--- src/rtl/a2d_pkg.sv ---
`default_nettype none
// ============================================================================
// Module   : a2d_pkg
// Purpose  : Shared types and constants for the A2D scan sequencer.
// Revision : 1.0  initial release
// ============================================================================
package a2d_pkg;

    // Upper bound on scanned slots; also sets the slot index width (3 bits).
    localparam int MAX_CH = 8;

    // Low-order filler of the A2D command word below the channel field.
    localparam logic [10:0] CMD_PAD = 11'h000;

    // Conversion FSM: two SPI transactions per sample (select, then read back).
    typedef enum logic [2:0] {
        S_IDLE   = 3'd0,
        S_CMD    = 3'd1,
        S_WAIT1  = 3'd2,
        S_GAP    = 3'd3,
        S_READ   = 3'd4,
        S_WAIT2  = 3'd5,
        S_ACC    = 3'd6,
        S_UPDATE = 3'd7
    } state_t;

endpackage
`default_nettype wire

--- src/rtl/a2d_avg_acc.sv ---
`default_nettype none
// ============================================================================
// Module   : a2d_avg_acc
// Purpose  : Sample accumulator and sample counter for 2^AVG_LOG2 averaging.
// Revision : 1.0  initial release
// ============================================================================
module a2d_avg_acc #(
    parameter int DATA_W   = 12,
    parameter int AVG_LOG2 = 0
) (
    input  logic                       clk,
    input  logic                       rst,
    input  logic                       i_clr,
    input  logic                       i_add,
    input  logic                       i_inc,
    input  logic [DATA_W-1:0]          i_din,
    output logic [DATA_W+AVG_LOG2-1:0] o_acc,
    output logic                       o_full
);

    localparam int ACC_W = DATA_W + AVG_LOG2;
    // A zero-width counter is not legal, so keep one bit that never counts.
    localparam int CNT_W = (AVG_LOG2 > 0) ? AVG_LOG2 : 1;
    localparam logic [CNT_W-1:0] c_last = CNT_W'((1 << AVG_LOG2) - 1);

    logic [ACC_W-1:0] r_acc;
    logic [CNT_W-1:0] r_cnt;

    // Accumulate samples and count them; clear takes priority once a result is taken.
    always_ff @(posedge clk or posedge rst) begin
        if (rst) begin
            r_acc <= '0;
            r_cnt <= '0;
        end else if (i_clr) begin
            r_acc <= '0;
            r_cnt <= '0;
        end else begin
            if (i_add)
                r_acc <= r_acc + ACC_W'(i_din);
            if (i_inc && !o_full)
                r_cnt <= r_cnt + 1'b1;
        end
    end

    assign o_acc  = r_acc;
    assign o_full = (r_cnt == c_last);

endmodule
`default_nettype wire

--- src/rtl/a2d_scan_seq.sv ---
`default_nettype none
// ============================================================================
// Module   : a2d_scan_seq
// Purpose  : Round-robin A2D channel scanner with per-slot result registers,
//            optional sample averaging and single-step / free-run modes.
// Revision : 1.0  initial release
// ============================================================================
module a2d_scan_seq #(
    parameter int NUM_CH   = 3,
    parameter int DATA_W   = 12,
    parameter int AVG_LOG2 = 0
) (
    input  logic                     clk,
    input  logic                     rst,
    input  logic                     nxt,
    input  logic                     scan_mode,
    input  logic [3*NUM_CH-1:0]      ch_map,
    output logic                     wrt,
    output logic [15:0]              cmd,
    input  logic                     done,
    input  logic [15:0]              rsp,
    output logic [DATA_W*NUM_CH-1:0] result,
    output logic [NUM_CH-1:0]        res_vld,
    output logic                     scan_done,
    output logic                     busy
);
    import a2d_pkg::*;

    localparam int ACC_W = DATA_W + AVG_LOG2;
    localparam logic [2:0] c_last_slot = 3'(NUM_CH - 1);

    state_t                    r_state;
    state_t                    w_state_nxt;
    logic [2:0]                r_slot;
    logic [2:0]                w_slot_inc;
    logic [2:0]                w_lat_slot;
    logic [2:0]                r_ch_q;
    logic [2:0]                w_ch_sel;
    logic                      w_go;
    logic                      w_latch;
    logic                      w_acc_full;
    logic [ACC_W-1:0]          w_acc;
    logic [DATA_W*NUM_CH-1:0]  r_result;
    logic [NUM_CH-1:0]         r_res_vld;
    logic                      w_unused;

    // Upper response bits above the result width carry nothing we need.
    assign w_unused = ^rsp[15:DATA_W];

    assign w_go       = nxt | scan_mode;
    assign w_slot_inc = (r_slot == c_last_slot) ? 3'd0 : r_slot + 3'd1;
    // From IDLE the current slot starts; from UPDATE the following slot starts.
    assign w_lat_slot = (r_state == S_UPDATE) ? w_slot_inc : r_slot;
    assign w_latch    = ((r_state == S_IDLE) && w_go) ||
                        ((r_state == S_UPDATE) && scan_mode);

    // Select the channel number mapped to the slot about to be converted.
    always_comb begin
        w_ch_sel = 3'd0;
        for (int i = 0; i < NUM_CH; i++) begin
            if (w_lat_slot == 3'(i))
                w_ch_sel = ch_map[3*i +: 3];
        end
    end

    // State register.
    always_ff @(posedge clk or posedge rst) begin
        if (rst)
            r_state <= S_IDLE;
        else
            r_state <= w_state_nxt;
    end

    // Next-state logic; done is only honoured while a transaction is pending.
    always_comb begin
        w_state_nxt = r_state;
        case (r_state)
            S_IDLE:   if (w_go) w_state_nxt = S_CMD;
            S_CMD:    w_state_nxt = S_WAIT1;
            S_WAIT1:  if (done) w_state_nxt = S_GAP;
            S_GAP:    w_state_nxt = S_READ;
            S_READ:   w_state_nxt = S_WAIT2;
            S_WAIT2:  if (done) w_state_nxt = S_ACC;
            S_ACC:    w_state_nxt = w_acc_full ? S_UPDATE : S_CMD;
            S_UPDATE: w_state_nxt = scan_mode ? S_CMD : S_IDLE;
            default:  w_state_nxt = S_IDLE;
        endcase
    end

    // Outputs decoded from state; the command word follows the latched channel.
    always_comb begin
        wrt       = (r_state == S_CMD) || (r_state == S_READ);
        busy      = (r_state != S_IDLE);
        scan_done = (r_state == S_UPDATE) && (r_slot == c_last_slot);
        cmd       = {2'b00, r_ch_q, CMD_PAD};
    end

    // Slot pointer advances on each update; channel is latched at slot start only.
    always_ff @(posedge clk or posedge rst) begin
        if (rst) begin
            r_slot <= 3'd0;
            r_ch_q <= 3'd0;
        end else begin
            if (r_state == S_UPDATE)
                r_slot <= w_slot_inc;
            if (w_latch)
                r_ch_q <= w_ch_sel;
        end
    end

    a2d_avg_acc #(
        .DATA_W   (DATA_W),
        .AVG_LOG2 (AVG_LOG2)
    ) u_acc (
        .clk    (clk),
        .rst    (rst),
        .i_clr  (r_state == S_UPDATE),
        .i_add  ((r_state == S_WAIT2) && done),
        .i_inc  (r_state == S_ACC),
        .i_din  (rsp[DATA_W-1:0]),
        .o_acc  (w_acc),
        .o_full (w_acc_full)
    );

    // Store the averaged (truncated) result into the slot being updated.
    always_ff @(posedge clk or posedge rst) begin
        if (rst) begin
            r_result  <= '0;
            r_res_vld <= '0;
        end else if (r_state == S_UPDATE) begin
            for (int i = 0; i < NUM_CH; i++) begin
                if (r_slot == 3'(i)) begin
                    r_result[DATA_W*i +: DATA_W] <= w_acc[ACC_W-1:AVG_LOG2];
                    r_res_vld[i]                 <= 1'b1;
                end
            end
        end
    end

    assign result  = r_result;
    assign res_vld = r_res_vld;

endmodule
`default_nettype wire

--- config.mk ---
export PLATFORM = sky130hd
export DESIGN_NAME = a2d_scan_seq
export DESIGN_NICKNAME = d
export VERILOG_FILES = /design/src/rtl/a2d_pkg.sv /design/src/rtl/a2d_avg_acc.sv /design/src/rtl/a2d_scan_seq.sv
export SDC_FILE = /design/constraint.sdc
export NUM_CORES = 1
export LEC_CHECK = 0
export CELL_PAD_IN_SITES_DETAIL_PLACEMENT = 1
export CELL_PAD_IN_SITES_GLOBAL_PLACEMENT = 1
export CORE_UTILIZATION = 53
export DETAILED_ROUTE_END_ITERATION = 7
export DONT_BUFFER_PORTS = 1
export PLACE_DENSITY_LB_ADDON = 0.1
export SYNTH_ARGS = -nofsm -noshare
export SYNTH_HDL_FRONTEND = slang
export SYNTH_HIERARCHICAL = 1
export SYNTH_SLANG_ARGS = --single-unit
--- constraint.sdc ---
create_clock -name clk -period 4.5 [get_ports clk]
set_input_delay 0.45 -clock clk [delete_from_list [all_inputs] [get_ports clk]]
set_output_delay 0.45 -clock clk [all_outputs]
set_load 0.05 [all_outputs]
* Word-level counts from Yosys, hierarchy flattened
Cells that the tools add are included.
** Storage, ports and cells
- Latch bits :: 0
- Flip-flop bits (word level) :: 61
- Input bits :: 30
- Memory bits (read-only) :: 0
- RAM bits :: 0
- Memories :: 0
- Logic and storage cells :: 61
** Operators by class
- Muxes and demuxes :: 15
- Magnitude comparators :: 0
- Shift-type cells :: 0
- Add/sub/neg operators :: 3
- Divide/modulo/power cells :: 0
- Multiply operators :: 0
- Reductions and logical operators :: 17
- Equal/unequal tests :: 14
- Bitwise logic cells :: 1
** Operators by type and width (number)
- $mux W3 :: 9
- $mux W12 :: 2
- $pmux W3 S8 :: 1
- $add A12 B12 Y12 :: 1
- $eq A3 B2 Y1 const B :: 4
- $eq A3 B3 Y1 const B :: 4
- $eq A3 B1 Y1 const B :: 3
- $logic_not A3 Y1 :: 3
- $ne A2 B2 Y1 const B :: 3
- $reduce_and A2 Y1 :: 3
- $logic_and A1 B1 Y1 :: 5
- $reduce_bool A2 Y1 :: 2
- $add A3 B1 Y3 const B :: 1
- $mux W1 :: 3
- $reduce_and A3 Y1 :: 1
- $reduce_bool A3 Y1 :: 1
- $logic_or A1 B1 Y1 :: 2
- $add A1 B1 Y1 const B :: 1
- $or A1 B1 Y1 :: 1

* Depth between registers and ports, before layout
Gate-level depths: netlist of run 1.
- Depth after elaboration :: 7
- Gate-level depth with buffers :: 9

* By module
The synthesis of run 1 kept the hierarchy.
** By module, submodules not included
- a2d_scan_seq :: seq. area each 1201.2 um2, area an instance 2349.8 um2, times used 1, cells an instance 193
- a2d_avg_acc :: seq. area each 325.3 um2, area an instance 1089.8 um2, times used 1, cells an instance 119

* Worst setup path after synthesis of run 1
No wires, ideal clock.
- Path kind :: input to register
- Start point :: in rsp[0]
- End point :: reg u_acc.r_acc[8] (netlist: u_acc/o_acc[8])
- Library setup time :: 0.069 ns
- Data arrival time :: 1.918 ns
- Slack :: 2.513 ns
- Data required time :: 4.431 ns
- Cell stages on the path :: 7
- Path through :: ha_1 > fa_1 > a21oi_1 > o21ai_1 > a21o_1 > a311o_1 > nand3_1
** Between the ends
- Cells in the longest elaborated chain, start to end :: 3
** Ends and longest elaborated chain
- start: declaration :: line a2d_scan_seq.sv:21 : input logic [15:0] rsp,
- $add A12 B12 Y12 :: line a2d_avg_acc.sv:39 : r_acc <= r_acc + ACC_W'(i_din);
- $mux W12 :: line a2d_avg_acc.sv:38 : if (i_add)
- $mux W12 :: line a2d_avg_acc.sv:34 : end else if (i_clr) begin
- end signal: assignment :: line a2d_avg_acc.sv:39
- end: declaration :: line a2d_avg_acc.sv:26 : logic [ACC_W-1:0] r_acc;
Every way passes these cells. The select of a mux whose other input is x is not followed.
A chain may end at the register's enable or synchronous reset.

* Worst setup path in the final report of run 1
- Start point :: reg r_slot[2]
- End point :: out scan_done
** Between the ends
- Cells in the longest elaborated chain, start to end :: 2
** Ends and longest elaborated chain
- start: declaration :: line a2d_scan_seq.sv:34 : logic [2:0] r_slot;
- start signal: assignment :: line a2d_scan_seq.sv:105 : r_slot <= w_slot_inc;
- $eq A3 B2 Y1 :: line a2d_scan_seq.sv:94 : scan_done = (r_state == S_UPDATE) && (r_slot == c_last_slot);
- $logic_and A1 B1 Y1 :: line a2d_scan_seq.sv:94
- end: declaration :: line a2d_scan_seq.sv:24 : output logic scan_done,
Every way passes these cells.

==> reports/qor.csv, run 1 <==
metric;value;unit
status;finished clean;
initial core utilization;56.4;%
FMAX;419;MHz
Fin Hold WS;0.0613;ns
VDD IR max;0.407;mV
most frequent cells in the layout;dfrtp_1 (61), mux2_2 (27), a21oi_1 (21);
Inserted Clock Buffers;9;
Distinct cells, synth;56;
largest net degree at the start of global routing;49;
hold_buf cts;0;
Port Buffers;0;
remaining global-route overflow;0;
RSZ-0062 raised after global routing;no;
Top FF cell, synth;dfrtp_1;
CTS tree;built;
WS Path Type;reg -> out;
Die W;82.6;um
layout cell share with drive strength beyond 1;20.6;%
sequential area share after synthesis;44.4;%
Tot GR Track Use;24.8;%
Worst-path clk slew;0.07;ns
Cell Rows;28;
Placer Congestion;0.808;
clk buf depth;2;
Slew Viols, Final;0;
Yosys warnings;6;
n_diodes;0;
Final Hold Fails;0;
post-layout util;59.4;%
# DRC;0;
Comb power frac;29.7;%
Reg power frac;51.4;%
post-DP HPWL;5.49;mm
Worst-Skew Late Latency;0.34;ns
clk root buf;clkbuf_8;
total core area;6100;um2
via count;2393;
Ports;88;
setup tns final;0;ns
synthesized area;3440;um2
Final Skew;0.0108;ns
chip height;82.6;um
post-route minimum period;2.39;ns
Syn Area/Cell;11.0;um2
number of synthesized register bits;61;
commonest non-fill, non-tap cell in the layout;dfrtp_1;
Setup violations, final;0;
nets@finish;348;
Routed WL;7.86;mm
Tcrit/Tclk final;53.0;%
Sink Count;61;
CP max FO;20;
WP data arrival;1.94;ns
Clk pwr share;18.9;%
fill count;664;
Cell Int Power;1.49;mW
number of synthesized flops with an enable pin;0;
vias in the first global route;2433;
startpoint type of the worst setup path;flip-flop;
total net switching power;1.47;mW
setup bufs post-CTS;0;
Pwr per Cell Area;817;nW/um2
drt first pass iters;5;
Leak;1.73;nW
switching portion of total power;49.7;%
first-pass GRT wire length;12.1;mm
initial antenna violation count;0;
Syn Inst Count;312;
htree depth;3;
cts repair resizes;0;
crit end category;output port;
Hold Path Class;in -> async;
Layout area overhead;5.24;%
async set-reset flop share out of synthesis;100;%
Max Cap Viol;0;
max_slew headroom;33.4;%
Routed WL per cell;20.4;um
Critical Path RT;4.05;ns
vias per inst;6.20;
Die Area;6820;um2
1st-iter DRT viols;66;
worst slew pin tran;0.998;ns
antenna violation net count after detailed routing;0;
-- kinds of logic after synthesis --
| family | count (synthesis) | synth area share [%] |
|---|---|---|
| AND/OR/NAND/NOR | 82 | 15.3 |
| AO/OA/AOI/OAI | 62 | 11.9 |
| flip-flops | 61 | 44.4 |
| buffers and inverters | 44 | 7.20 |
| multiplexers | 42 | 14.5 |
| adder cells (fa/ha/maj) | 12 | 4.58 |
| XOR/XNOR | 8 | 2.04 |
| other | 1 | 0.109 |
-- flip-flops by register name (all words and copies together) (netlist names) --
| register | count |
|---|---|
| r_ch_q | 3 |
| res_vld | 3 |
| r_slot | 3 |
| result | 36 |
| u_acc/r_cnt | 1 |
| u_acc/o_acc | 12 |
| r_state | 3 |
-- synth_stat cells, drive strengths merged (2+ instances only) --
cell type   n  area share, %
nand4       9            1.6
o21ai      10            1.6
nand3       8            1.3
xnor2       6            1.5
and2        2           0.36
or3         3           0.55
a21oi      21            3.1
buf        23            4.9
nor4b       2           0.51
mux2i       6            1.7
clkbuf      7           0.80
or4bb       6            2.0
mux2       36             13
nor4bb      2           0.58
ha         11            4.0
nor3b       4           0.87
a31oi       3           0.55
o22ai       2           0.36
xor2        2           0.51
o31ai       3           0.65
dfrtp      61             44
or2         2           0.36
or3b        3           0.76
a21o        5            1.1
nand2      13            1.4
inv        14            1.5
o211ai      7            1.7
nor3        5           0.73
a211oi      3           0.80
nand2b      5           0.91
a2111oi     3           0.76
and3        2           0.36
nor2       10            1.1
-- final cells by class --
class	count	area, um2	area share (%)
Inverter	14	52.6	1.45
Multi-Input combinational cell	219	1710	47.3
Clock buffer	13	159	4.39
Tap cell	75	93.8	2.59
Timing Repair Buffer	1	7.51	0.207
Clock inverter	3	67.6	1.87
Sequential cell	61	1530	42.2
-- per-stage QoR --
stage          cells  cell area [um2]  setup slack [ns]  power [mW]
5_1_grt          386             3620              2.00        3.12
6_report         386             3620              2.11        2.96
3_5_place_dp     370             3390              2.21        2.40
3_3_place_gp     370             3390              2.26        2.35
4_1_cts          386             3620              2.11        2.97
2_1_floorplan    324             3480              2.51        2.22
-- power groups by stage --
| stage | Combinational, mW | Clock (mW) | Sequential [mW] |
|---|---|---|---|
| finish | 0.878 | 0.560 | 1.52 |
| global route | 0.970 | 0.590 | 1.56 |
| CTS | 0.880 | 0.571 | 1.52 |
| detailed placement | 0.872 | 0 | 1.53 |
| global placement | 0.834 | 0 | 1.52 |
| floorplan | 0.830 | 0 | 1.39 |
-- critical path, cell delays in order (launching register included) --
cell and delay (ns):
dfrtp_1 0.58, nand4b_4 0.32, nor2_2 0.34, buf_4 0.34
-- final timing paths --
kind / slack (ns) / from / cells past startpoint / end
worst min-delay path: 0.06 / rst / 1 / u_acc/o_acc[0]
max in group asynchronous: 3.66 / rst / 1 / r_slot[2]
min in group clk: 0.32 / ch_map[6] / 2 / r_ch_q[0]
worst min register to register: 0.55 / u_acc/r_cnt / 2 / u_acc/r_cnt
worst max-delay path: 2.11 / r_slot[2] / 3 / scan_done
worst max register to register: 2.21 / r_state[0] / 8 / u_acc/o_acc[11]
-- layer usage --
layer | up-vias | wire [um] | track usage, %
li1 | 1105 | - | -
met1 | 1203 | 3510 | 31.6
met2 | 72 | 3770 | 39.8
met3 | 13 | 450 | 6.26
met4 | 0 | 129 | 11.0
met5 | - | 0 | 0
Note: power is estimated with default switching activity, not from simulation.
==> run 2, diff against run 1 <==
CORE_UTILIZATION = 44   (was 53)
clock period = 2.1 ns   (was 4.5 ns; I/O delays follow)
==> run 2 against run 1 <==
Register-to-register slack worse by 2.1 ns. Cell area is 5.8% higher. Count of clock-buffer cells in the layout is 3 lower. Sequential power is 110% higher. Die area is 20% higher. Combinational power grew to 2.6 times the previous value. Flip-flop and latch count stayed put. Global-route usage is 3.3 points lower. Cell count is 13% higher. Clock skew is 0.00075 ns lower. Critical path type is now reg -> reg. Largest cell class unchanged.
==> reports/qor.csv, run 2 (synthesis results as in run 1) <==
metric;value;unit;change
status;finished clean;;unchanged
Worst-path clk slew;0.08;ns;was 0.07 ns
chip height;90.4;um;was 82.6 um
post-DP HPWL;6.05;mm;was 5.49 mm
CP max stage delay;0.42;ns;was 0.58 ns
vias per inst;5.60;;was 6.20
htree depth;3;;unchanged
Cell Rows;31;;was 28
worst-path cell chain;ha_1 > fa_1 > a21oi_2 > o21ai_1 > a21o_1 > a311o_1 > nand3_1;;was nand4b_4 > nor2_2 > buf_4
Slew Viols, Final;0;;unchanged
cell count of the worst hold path;2;;
Tot GR Track Use;21.5;%;was 24.8%
WHS Endpoint;r_ch_q[2];;
register-to-register setup slack;0.13;ns;was 2.21 ns
setup tns final;0;ns;unchanged
initial core utilization;46.4;%;was 56.4%
worst reg2reg path endpoint;u_acc/o_acc[8];;was u_acc/o_acc[11]
VDD IR max;0.768;mV;was 0.407 mV
Crit path max-delay family;compound AO/OA/AOI/OAI gates;;was simple AND/OR/NAND/NOR gates
WS Path Type;reg -> reg;;was reg -> out
Routed WL per cell;19.2;um;was 20.4 um
vias in the first global route;2573;;was 2433
CTS tree;built;;unchanged
Placer Congestion;0.772;;was 0.808
total core area;7410;um2;was 6100 um2
Worst Hold Launch;ch_map[8];;
Tot Pwr;6.38;mW;was 2.96 mW
Pwr per Cell Area;1670;nW/um2;was 817 nW/um2
remaining global-route overflow;0;;unchanged
max reg flops;36;;unchanged
critical path's slowest cell;fa_1;;was dfrtp_1
most frequent cells in the layout;dfrtp_1 (61), mux2_2 (27), buf_4 (24);;was dfrtp_1 (61), mux2_2 (27), a21oi_1 (21)
FMAX;506;MHz;
Final Skew;0.0100;ns;was 0.0108 ns
Post-DP Area;3620;um2;was 3390 um2
clk buf depth;2;;unchanged
1st-iter DRT viols;96;;was 66
Leak;1.85;nW;was 1.73 nW
Sink Count;61;;unchanged
commonest non-fill, non-tap cell in the layout;dfrtp_1;;unchanged
Ports;88;;unchanged
crit end category;flip-flop;;was output port
initial antenna violation count;0;;unchanged
Tcrit/Tclk final;94.0;%;
Critical Path RT;2.38;ns;was 4.05 ns
Port Buffers;0;;unchanged
Setup violations, final;0;;unchanged
Worst-Skew Late Latency;0.34;ns;about the same
Max Cap Viol;0;;unchanged
drt first pass iters;4;;was 5
largest net degree at the start of global routing;26;;was 49
placed insts;418;;was 370
Buf/Inv on CP;0;;was 1
post-layout util;51.7;%;was 59.4%
layout cell share with drive strength beyond 1;28.3;%;was 20.6%
worst slew pin tran;0.611;ns;was 0.998 ns
n_diodes;0;;unchanged
first-pass GRT wire length;13.6;mm;was 12.1 mm
WP data arrival;2.25;ns;was 1.94 ns
Inserted Clock Buffers;9;;unchanged
Final Hold Fails;0;;unchanged
fill count;801;;was 664
Die W;90.4;um;was 82.6 um
max_slew headroom;59.2;%;was 33.4%
nets@finish;373;;was 348
RSZ-0062 raised after global routing;yes;;was no
Reg2Reg Depth;7;;was 8
via count;2434;;was 2393
Routed WL;8.35;mm;was 7.86 mm
Layout area overhead;11.3;%;was 5.24%
# DRC;0;;unchanged
R2R Path Start;u_acc/o_acc[0];;was r_state[0]
startpoint type of the worst setup path;flip-flop;;unchanged
Hold Path Class;in -> reg;;was in -> async
CP max FO;3;;was 20
setup bufs post-CTS;0;;unchanged
post-route minimum period;1.97;ns;
antenna violation net count after detailed routing;0;;unchanged
Final Cell Area;3830;um2;was 3620 um2
Non-Filler Instances;435;;was 386
Die Area;8170;um2;was 6820 um2
clk root buf;clkbuf_8;;unchanged
## run 2: worst max-delay path by stage
| stage | cells past startpoint | endpoint | startpoint |
|---|---|---|---|
| 2_1_floorplan | 7 | u_acc/o_acc[8] | u_acc/o_acc[0] |
| 3_3_place_gp | 7 | u_acc/o_acc[8] | u_acc/o_acc[0] |
| 3_5_place_dp | 7 | u_acc/o_acc[8] | u_acc/o_acc[0] |
| 4_1_cts | 6 | u_acc/o_acc[7] | u_acc/o_acc[4] |
| 5_1_grt | 6 | u_acc/o_acc[11] | u_acc/o_acc[2] |
| 6_report | 7 | u_acc/o_acc[8] | u_acc/o_acc[0] |
## run 2: cell type report
| class | count | area (um2) | area share (%) |
|---|---|---|---|
| Multi-Input combinational cell | 219 | 1730 | 45.3 |
| Clock inverter | 6 | 45.0 | 1.18 |
| Tap cell | 99 | 124 | 3.23 |
| Inverter | 14 | 52.6 | 1.37 |
| Clock buffer | 10 | 138 | 3.59 |
| Timing Repair Buffer | 26 | 210 | 5.49 |
| Sequential cell | 61 | 1530 | 39.9 |
## run 2: metrics by stage
step	setup slack, ns	hold WS, ns
floorplan	0.171	0.0870
global placement	0.154	0.174
detailed placement	0.119	0.188
CTS	0.112	0.0824
global route	-0.00171	0.0926
finish	0.125	0.0905
## run 2: layer usage
layer  up-vias  track usage, %  part of all wire, %
met5         -               0                    0
met4         0            4.84                 0.64
met3         5            7.58                  5.0
met2        55            36.2                   50
met1      1219            26.4                   44
li1       1155               -                    -
## run 2: power breakdown
| group | leakage (nW) | total (mW) | internal [mW] | switching, mW |
|---|---|---|---|---|
| clock | 0.0970 | 0.978 | 0.469 | 0.510 |
| sequential | 0.796 | 3.12 | 1.60 | 1.52 |
| combinational | 0.953 | 2.28 | 1.05 | 1.23 |
| total | 1.85 | 6.38 | 3.12 | 3.26 |
## run 2: timing repair
item                       in CTS  in global routing
setup endpoints to repair       0                  4
hold endpoints to repair       37                  0
hold buffers                    1                  0
resized for setup               0                  5
## run 2: worst reg2reg max path, cell delays in order, from the launching register on
cell     delay, ns
dfrtp_1       0.38
ha_1          0.24
fa_1          0.43
a21oi_2       0.15
o21ai_1       0.10
a21o_1        0.22
a311o_1       0.34
nand3_1       0.06
==> run 3, diff against run 2 <==
clock period = 1.8 ns   (was 2.1 ns; I/O delays follow)
==> run 3 against run 2 <==
The run now ends with negative setup slack left. Routed wire length up 14%. Cell area increased by 11%. Cell count rose by 6.2%. First-iteration DRC count is 7.3% lower. Critical path depth unchanged. Largest power group unchanged.
==> reports/qor.csv, run 3 (synthesis results as in run 1) <==
metric;value;unit;change
Tcrit/Tclk final;104;%;was 94.0%
commonest non-fill, non-tap cell in the layout;dfrtp_1;;unchanged
failing checks;negative setup slack;;
Fin Hold WS;0.0565;ns;was 0.0905 ns
Post-DP Area;3780;um2;was 3620 um2
drt first pass iters;4;;unchanged
Inserted Clock Buffers;9;;unchanged
Worst-path clk slew;0.08;ns;about the same
FMAX;533;MHz;was 506 MHz
Hold Path Class;in -> reg;;unchanged
Routed WL;9.51;mm;was 8.35 mm
chip height;90.4;um;unchanged
worst reg2reg path endpoint;u_acc/o_acc[10];;was u_acc/o_acc[8]
max_slew headroom;58.2;%;was 59.2%
busiest metal layer after global routing;met2;;unchanged
fill count;786;;was 801
met2 Track Usage GR;41.3;%;was 36.2%
total core area;7410;um2;unchanged
1st-iter DRT viols;89;;was 96
VDD IR max;0.824;mV;was 0.768 mV
Pwr per Cell Area;1950;nW/um2;was 1670 nW/um2
M1 GR Usage;28.6;%;was 26.4%
nets@finish;400;;was 373
worst-path cell chain;buf_4 > fa_2 > a21oi_2 > o21ai_2 > nand4_1 > nand4_1 > a32o_2;;was ha_1 > fa_1 > a21oi_2 > o21ai_1 > a21o_1 > a311o_1 > nand3_1
Die Area;8170;um2;unchanged
first-pass GRT wire length;15.3;mm;was 13.6 mm
R2R Path Start;u_acc/o_acc[1];;was u_acc/o_acc[0]
vias in the first global route;2851;;was 2573
WP data arrival;2.11;ns;was 2.25 ns
# DRC;0;;unchanged
vias per inst;5.67;;was 5.60
htree depth;3;;unchanged
met3 Usage GRT;7.58;%;unchanged
Final WS setup;-0.0757;ns;was 0.125 ns
via count;2621;;was 2434
WHS Endpoint;r_ch_q[2];;unchanged
n_diodes;0;;unchanged
Final Skew;0.00781;ns;was 0.0100 ns
multi-input combinational cell area;1910;um2;was 1730 um2
Die W;90.4;um;unchanged
register-to-register setup slack;-0.08;ns;was 0.13 ns
layout cell share with drive strength beyond 1;40.2;%;was 28.3%
CTS tree;built;;unchanged
crit-path most repeated cell;nand4_1;;
setup tns final;-0.285;ns;was 0 ns
Port Buffers;0;;unchanged
Leak;2.00;nW;was 1.85 nW
initial core utilization;46.4;%;unchanged
startpoint type of the worst setup path;flip-flop;;unchanged
Max Cap Viol;0;;unchanged
clk root buf;clkbuf_8;;unchanged
Slew Viols, Final;0;;unchanged
Setup violations, final;6;;was 0
post-route minimum period;1.88;ns;was 1.97 ns
max reg flops;36;;unchanged
Worst Hold Launch;ch_map[8];;unchanged
worst slew pin tran;0.626;ns;was 0.611 ns
CP max stage delay;0.44;ns;was 0.42 ns
crit end category;flip-flop;;unchanged
Worst-Skew Late Latency;0.34;ns;about the same
post-DP HPWL;6.37;mm;was 6.05 mm
post-layout util;57.5;%;was 51.7%
Final Hold Fails;0;;unchanged
cell count of the worst hold path;2;;unchanged
WS Path Type;reg -> reg;;unchanged
remaining global-route overflow;0;;unchanged
critical path's slowest cell;dfrtp_1;;was fa_1
Final Cell Area;4260;um2;was 3830 um2
Cell Rows;31;;unchanged
antenna violation net count after detailed routing;0;;unchanged
RSZ-0062 raised after global routing;yes;;unchanged
Placer Congestion;0.796;;was 0.772
Critical Path RT;2.03;ns;was 2.38 ns
most frequent cells in the layout;dfrtp_1 (58), buf_4 (48), mux2_2 (27);;was dfrtp_1 (61), mux2_2 (27), buf_4 (24)
Reg area;1530;um2;about the same
CP max FO;5;;was 3
Reg2Reg Depth;7;;unchanged
Tot GR Track Use;24.2;%;was 21.5%
initial antenna violation count;0;;unchanged
clk buf depth;2;;unchanged
Routed WL per cell;20.6;um;was 19.2 um
status;finished, violations left;;was finished clean
largest net degree at the start of global routing;30;;was 26
Sink Count;61;;unchanged
Ports;88;;unchanged
Layout area overhead;23.9;%;was 11.3%
[run 3: repair_timing]
item                                   4_1_cts  5_1_grt
hold buffers                                 1        0
pin swaps                                   16       15
endpoints found under the hold margin       40        0
buffers inserted                             4        4
resized for setup                           21       15
setup endpoints to repair                    9       13
[run 3: final cells by class]
class	count	area share (%)
multi-input combinational	219	44.9
sequential	61	35.9
timing repair buffer	53	10.2
clock buffer	11	3.55
tap	99	2.91
clock inverter	5	1.38
inverter	14	1.23
[run 3: how the worst max path moves through the flow]
| stage | from | to | cells past startpoint |
|---|---|---|---|
| floorplan | u_acc/o_acc[0] | u_acc/o_acc[8] | 7 |
| global placement | u_acc/o_acc[0] | u_acc/o_acc[8] | 7 |
| detailed placement | u_acc/o_acc[1] | u_acc/o_acc[7] | 6 |
| CTS | u_acc/o_acc[3] | u_acc/o_acc[11] | 6 |
| global route | u_acc/o_acc[1] | u_acc/o_acc[10] | 7 |
| finish | u_acc/o_acc[1] | u_acc/o_acc[10] | 7 |
[run 3: through the flow]
step	instances	total power [mW]	setup WS [ns]
2_1_floorplan	324	5.56	-0.0295
3_3_place_gp	437	6.42	-0.0577
3_5_place_dp	437	6.57	-0.136
4_1_cts	458	8.14	-0.0859
5_1_grt	462	8.78	-0.161
6_report	462	8.33	-0.0757
[run 3: layer usage]
metal | up-vias | share of wire (%)
met4 | 0 | 2.0
met1 | 1339 | 42
li1 | 1202 | -
met5 | - | 0
met2 | 64 | 52
met3 | 16 | 4.8
[run 3: worst max-delay path, delay by kind of cell, from the launching register on]
family                     cells  cell delay (ns)
DFF                            1             0.44
adders and majority gates      1             0.40
buffers and inverters          1             0.18
and+or+nand+nor                2             0.22
AOI/OAI and AO/OA              3             0.52
[run 3: where the power goes]
part | internal [mW] | switching, mW | leakage, nW
Sequential | 1.88 | 1.76 | 0.793
Clock | 0.715 | 0.576 | 0.102
Combinational | 1.67 | 1.73 | 1.11
